**config.mk**
```make
export PLATFORM = sky130hd
export DESIGN_NAME = uart_tx_frame
export DESIGN_NICKNAME = d
export VERILOG_FILES = /design/src/rtl/uart_tx_frame.sv
export SDC_FILE = /design/constraint.sdc
export NUM_CORES = 1
export LEC_CHECK = 0
export CAP_MARGIN = 40
export CORE_MARGIN = 5
export CORE_UTILIZATION = 61
export DETAILED_ROUTE_END_ITERATION = 10
export DONT_BUFFER_PORTS = 1
export GPL_ROUTABILITY_DRIVEN = 0
export PLACE_DENSITY = 0.77
export SYNTH_ARGS = -nofsm -noshare
export SYNTH_HDL_FRONTEND = slang
export SYNTH_SLANG_ARGS = --single-unit
```
**constraint.sdc**
```tcl
create_clock -name clk -period 2.85 [get_ports clk]
set_clock_uncertainty 0.2 [all_clocks]
set_input_delay 0.285 -clock clk [delete_from_list [all_inputs] [get_ports clk]]
set_output_delay 0.285 -clock clk [all_outputs]
set_load 0.01 [all_outputs]
```
**src/rtl/uart_tx_frame.sv**
```systemverilog
// uart_tx_frame: UART transmitter with frame sequencing, baud timing, LSB-first
// data shifting, optional parity bit and a ready/done handshake.
// Optional feature macro: UART_TX_PARITY_EN adds one parity bit per frame
// (even/odd chosen by parity_odd when the frame is accepted).
// tx, tx_busy and tx_done are registered from the sequencer state, so the
// line follows the internal state by one clock; tx_ready is combinational.

module uart_tx_frame #(
  parameter int DATA_W       = 8,
  parameter int STOP_BITS    = 1,
  parameter int CLKS_PER_BIT = 16
) (
  input  logic              clk,
  input  logic              rst_n,
  input  logic              tx_start,
  input  logic [DATA_W-1:0] tx_data,
  input  logic              parity_odd,
  output logic              tx,
  output logic              tx_ready,
  output logic              tx_busy,
  output logic              tx_done
);

  localparam int BAUD_W = (CLKS_PER_BIT > 1) ? $clog2(CLKS_PER_BIT) : 1;
  localparam int BIT_W  = $clog2(DATA_W) + 1;

  localparam logic [BAUD_W-1:0] BAUD_ZERO = BAUD_W'(1'b0);
  localparam logic [BAUD_W-1:0] BAUD_ONE  = BAUD_W'(1'b1);
  localparam logic [BAUD_W-1:0] BAUD_LAST = BAUD_W'(CLKS_PER_BIT - 1);
  localparam logic [BIT_W-1:0]  BIT_ZERO  = BIT_W'(1'b0);
  localparam logic [BIT_W-1:0]  BIT_ONE   = BIT_W'(1'b1);
  localparam logic [BIT_W-1:0]  DATA_LAST = BIT_W'(DATA_W - 1);
  localparam logic [BIT_W-1:0]  STOP_LAST = BIT_W'(STOP_BITS - 1);

  localparam logic [2:0] S_IDLE   = 3'd0;
  localparam logic [2:0] S_START  = 3'd1;
  localparam logic [2:0] S_DATA   = 3'd2;
`ifdef UART_TX_PARITY_EN
  localparam logic [2:0] S_PARITY = 3'd3;
`endif
  localparam logic [2:0] S_STOP   = 3'd4;

  logic [2:0]        state_r, state_nxt_s;
  logic [BAUD_W-1:0] baud_r, baud_nxt_s;
  logic [BIT_W-1:0]  bit_r, bit_nxt_s;
  logic [DATA_W-1:0] shift_r, shift_nxt_s;
  logic              tx_r, tx_nxt_s;
  logic              busy_r;
  logic              stop_end_r;
  logic              done_r;
  logic              bit_end_s;
  logic              last_stop_s;
  logic              accept_s;

`ifdef UART_TX_PARITY_EN
  logic parity_r, parity_nxt_s;

  // Parity bit: XOR of all payload bits, inverted for odd parity.
  function automatic logic calc_parity(input logic [DATA_W-1:0] data, input logic odd);
    return (^data) ^ odd;
  endfunction
`else
  logic unused_parity_s;
  assign unused_parity_s = parity_odd;
`endif

  assign bit_end_s   = (baud_r == BAUD_LAST);
  assign last_stop_s = (state_r == S_STOP) && bit_end_s && (bit_r == STOP_LAST);
  assign tx_ready    = (state_r == S_IDLE) || last_stop_s;
  assign accept_s    = tx_start && tx_ready;

  // Baud counter: free-runs 0..CLKS_PER_BIT-1 while a frame is in flight.
  always_comb begin
    baud_nxt_s = baud_r;
    if ((state_r == S_IDLE) || bit_end_s) begin
      baud_nxt_s = BAUD_ZERO;
    end else begin
      baud_nxt_s = baud_r + BAUD_ONE;
    end
  end

  // Frame sequencer: accept loads a new frame, otherwise advance on bit_end.
  always_comb begin
    state_nxt_s  = state_r;
    bit_nxt_s    = bit_r;
    shift_nxt_s  = shift_r;
`ifdef UART_TX_PARITY_EN
    parity_nxt_s = parity_r;
`endif
    if (accept_s) begin
      state_nxt_s  = S_START;
      bit_nxt_s    = BIT_ZERO;
      shift_nxt_s  = tx_data;
`ifdef UART_TX_PARITY_EN
      parity_nxt_s = calc_parity(tx_data, parity_odd);
`endif
    end else begin
      case (state_r)
        S_IDLE: begin
          state_nxt_s = S_IDLE;
        end
        S_START: begin
          if (bit_end_s) begin
            state_nxt_s = S_DATA;
            bit_nxt_s   = BIT_ZERO;
          end else begin
            state_nxt_s = S_START;
          end
        end
        S_DATA: begin
          if (bit_end_s) begin
            shift_nxt_s = {1'b0, shift_r[DATA_W-1:1]};
            if (bit_r == DATA_LAST) begin
              bit_nxt_s = BIT_ZERO;
`ifdef UART_TX_PARITY_EN
              state_nxt_s = S_PARITY;
`else
              state_nxt_s = S_STOP;
`endif
            end else begin
              bit_nxt_s = bit_r + BIT_ONE;
            end
          end else begin
            state_nxt_s = S_DATA;
          end
        end
`ifdef UART_TX_PARITY_EN
        S_PARITY: begin
          if (bit_end_s) begin
            state_nxt_s = S_STOP;
            bit_nxt_s   = BIT_ZERO;
          end else begin
            state_nxt_s = S_PARITY;
          end
        end
`endif
        S_STOP: begin
          if (bit_end_s) begin
            if (bit_r == STOP_LAST) begin
              state_nxt_s = S_IDLE;
              bit_nxt_s   = BIT_ZERO;
            end else begin
              bit_nxt_s = bit_r + BIT_ONE;
            end
          end else begin
            state_nxt_s = S_STOP;
          end
        end
        default: begin
          state_nxt_s = S_IDLE;
          bit_nxt_s   = BIT_ZERO;
        end
      endcase
    end
  end

  // Line value for the current state, registered below for a glitch-free pin.
  always_comb begin
    tx_nxt_s = 1'b1;
    case (state_r)
      S_IDLE:   tx_nxt_s = 1'b1;
      S_START:  tx_nxt_s = 1'b0;
      S_DATA:   tx_nxt_s = shift_r[0];
`ifdef UART_TX_PARITY_EN
      S_PARITY: tx_nxt_s = parity_r;
`endif
      S_STOP:   tx_nxt_s = 1'b1;
      default:  tx_nxt_s = 1'b1;
    endcase
  end

  // State, counters, data path and registered outputs.
  always_ff @(posedge clk or negedge rst_n) begin
    if (!rst_n) begin
      state_r    <= S_IDLE;
      baud_r     <= BAUD_ZERO;
      bit_r      <= BIT_ZERO;
      shift_r    <= {DATA_W{1'b0}};
      tx_r       <= 1'b1;
      busy_r     <= 1'b0;
      stop_end_r <= 1'b0;
      done_r     <= 1'b0;
    end else begin
      state_r    <= state_nxt_s;
      baud_r     <= baud_nxt_s;
      bit_r      <= bit_nxt_s;
      shift_r    <= shift_nxt_s;
      tx_r       <= tx_nxt_s;
      busy_r     <= (state_r != S_IDLE);
      stop_end_r <= last_stop_s;
      done_r     <= stop_end_r;
    end
  end

`ifdef UART_TX_PARITY_EN
  // Parity bit latched together with the payload on accept.
  always_ff @(posedge clk or negedge rst_n) begin
    if (!rst_n) begin
      parity_r <= 1'b0;
    end else begin
      parity_r <= parity_nxt_s;
    end
  end
`endif

  assign tx      = tx_r;
  assign tx_busy = busy_r;
  assign tx_done = done_r;

endmodule

```
==> run summary <==
status = completed
switching pwr = 0.000107 W
initial antenna violation count = 0
Overflow after GRT = 0
DRT antenna net count = 0
Finished Layout Cells = 148
async set or reset register ratio after synthesis = 100%
power per standard cell area = 378 mW/mm^2
CTS Root Cell = clkbuf_4
Mapped Area = 0.00123 sq mm
1st-iter DRT viols = 23
Remaining DRCs = 0
DIE AREA = 0.00301 sq mm
Arrival @ worst endpoint = 1970 ps
crit path max fanout = 4
post-synthesis sequential area ratio = 46.9%
placed insts = 135
delay-heaviest family, CP = simple AND/OR/NAND/NOR gates
Synth top area share = 44.8%
critical path capture point type = primary output
FF+latch count, synth = 23
core area = 0.00194 sq mm
R2R cell count = 6
reg-to-reg slack, setup = 480 ps
Critical Path RT = 2370 ps
sw frac = 21.0%
Yosys cell types = 41
max-cap violations = 0
vias in the first global route = 846
worst slew pin tran = 582 ps
min Tclk post-route = 2460 ps
Ports = 16
post-layout util = 69.3%
GRT Overall Usage = 18.4%
multi-input logic area = 599 sq um
Starting Density = 63.3%
DIE WIDTH = 54.9 um
Int Power = 0.000402 W
clock-pin slew on the worst setup and hold paths = 120 ps
Slew headroom = 61.0%
post-synth top area cell = dfrtp_1
stages on the worst setup path = 5
Max Buffers Root-to-Sink = 2
Cell Rows = 16
global-route wire length before repair = 3.89 mm
CTS tree = built
CP max stage delay = 430 ps
synth warn = 0
RR Endpoint = shift_r[0]
Final Hold Violating Endpoints = 0
Port-buffer cells = 0
Mapped Nets = 129
Buf/Inv on CP = 1
fin crit share = 86.1%
CP Cell Sequence = inv_1 > ha_1 > or3b_1 > nand2b_1 > o21ai_0
cells after synthesis = 114
die height = 54.9 um
share of cells above drive strength 1 = 9.92%
critical path class = reg -> out
Setup Buffers After CTS = 0
Synth Flop Type = dfrtp_1
critical path launch point type = flop
ratio of routed vias to standard cells = 5.75
clock sink count = 23
Syn Area/Cell = 10.8 sq um
dominant cells by area after synthesis = dfrtp_1 45%, mux2_4 7.3%, mux2i_1 4.1%
worst r2r src = bit_r[0]
Comb power frac = 5.3%
RSZ-0062 raised after global routing = false
worst-skew pair later-pin latency = 300 ps
FMAX = 0.407 GHz
pin count of the biggest net entering global routing = 24
Via Count = 851
Setup crit end = tx_ready
Post-Route WL = 2.24 mm
WL per Instance = 15.2 um
PostCTS Resize Cnt = 0
Leakage = 0.636 nW
Flop pwr share = 65.8%
Pins Over Slew Limit = 0
peak supply drop = 0.228 mV
Fillers = 163
Clock power frac = 28.9%
Detailed Place HPWL = 1.53 mm
slowest CP cell = dfrtp_1
area delta synth->final = 9.46%
Final nets = 137
setup tns final = 0 ps
Final Setup Violations = 0
drt first pass iters = 4
Crit. Startpoint = bit_r[0]
Hold/Removal Path Class = in -> reg
sequential cell area = 577 sq um
H-tree levels = 1
EDFF count, synth = 0
TritonCTS Buffers = 3
ANT cells = 0
timing repair:
item / in CTS / in global routing
setup endpoints to repair: 0 / 0
hold endpoints to repair: 30 / 0
hold buffers: 8 / 0
logic make-up after synthesis:
logic type	count (synthesis)	share of synthesized area [%]
buffers and inverters	11	4.37
adders and majority gates	3	3.05
muxes	11	11.4
AOI/OAI and AO/OA	17	10.1
xor gates and xnor gates	3	2.14
DFF	23	46.9
and+or+nand+nor	46	22.1
cells in the final DEF, fill, tap and decap left out, types with 2 or more instances in the layout:
master / instances
dfrtp_1: 22
nor2_1: 8
dlygate4sd3_1: 8
nand2_1: 6
mux2_4: 6
inv_1: 5
mux2i_1: 5
nor2b_1: 4
nor3_1: 4
and3_1: 3
nand2b_1: 3
nand3_1: 3
a21oi_1: 3
ha_1: 3
clkbuf_4: 3
or3_1: 2
or3b_1: 2
xor2_1: 2
o21ai_0: 2
nand3b_1: 2
a22oi_1: 2
a2111o_1: 2
o21ai_1: 2
or4_1: 2
cell usage after synthesis (all sizes together) (2+ instances only):
library cell,number
xor2,2
or4,2
dfrtp,22
or3,2
mux2i,5
clkbuf,3
a2111o,2
inv,5
nor3,4
ha,3
a22oi,2
a21oi,3
nand3,4
nor2b,4
buf,3
and3,3
or3b,2
nand2b,3
nor2,8
nand2,6
nand3b,2
mux2,6
o21ai,4
routing by layer:
layer  global-route usage (%)  wire length [um]
met1                     24.6              1010
met2                     30.7              1110
met3                     3.22                96
met4                     4.86                25
met5                        0                 0
final cells by class:
class	instances	share of cell area (%)
clock buffer	4	1.95
timing repair buffer	9	6.78
multi-input combinational	80	44.5
tap	27	2.51
inverter	5	1.39
sequential	23	42.8
state kept, by name (all words and copies together), names as in the netlist:
name,cells
stop_end_r,1
shift_r,8
state_r,3
baud_r,4
bit_r,4
tx_busy,1
tx_done,1
tx,1
through the flow:
stage | setup slack, ps | total power (W) | hold WS (ps) | instance area, sq um
2_1_floorplan | 704 | 0.000349 | -211 | 1230
6_report | 395 | 0.000509 | 102 | 1350
3_3_place_gp | 550 | 0.000351 | -210 | 1230
5_1_grt | 303 | 0.000532 | 107 | 1350
4_1_cts | 380 | 0.000509 | 102 | 1340
3_5_place_dp | 522 | 0.000351 | -210 | 1230
worst register-to-register path: stages (launching register included):
cell,delay [ps]
dfrtp_1,430
inv_1,80
ha_1,160
or3b_1,390
o21a_1,250
or2_1,390
mux2_4,360
how the worst min path moves through the flow:
| stage | cells after the start | endpoint | slack, ps | start |
|---|---|---|---|---|
| detailed placement | 0 | shift_r[5] | -210 | rst_n |
| finish | 3 | shift_r[3] | 100 | tx_data[3] |
| global route | 3 | shift_r[3] | 110 | tx_data[3] |
| global placement | 0 | shift_r[5] | -210 | rst_n |
| CTS | 3 | shift_r[3] | 100 | tx_data[3] |
| floorplan | 0 | baud_r[0] | -210 | rst_n |
power by group through the flow:
stage	combinational [W]	clock, W	sequential, W
after global placement	0.00000945	0	0.000341
after global routing	0.0000300	0.000167	0.000336
after CTS	0.0000247	0.000149	0.000335
final	0.0000271	0.000147	0.000335
after floorplan	0.00000900	0	0.000340
after detailed placement	0.00000984	0	0.000341
No activity file was read; power rests on OpenSTA's default activity.
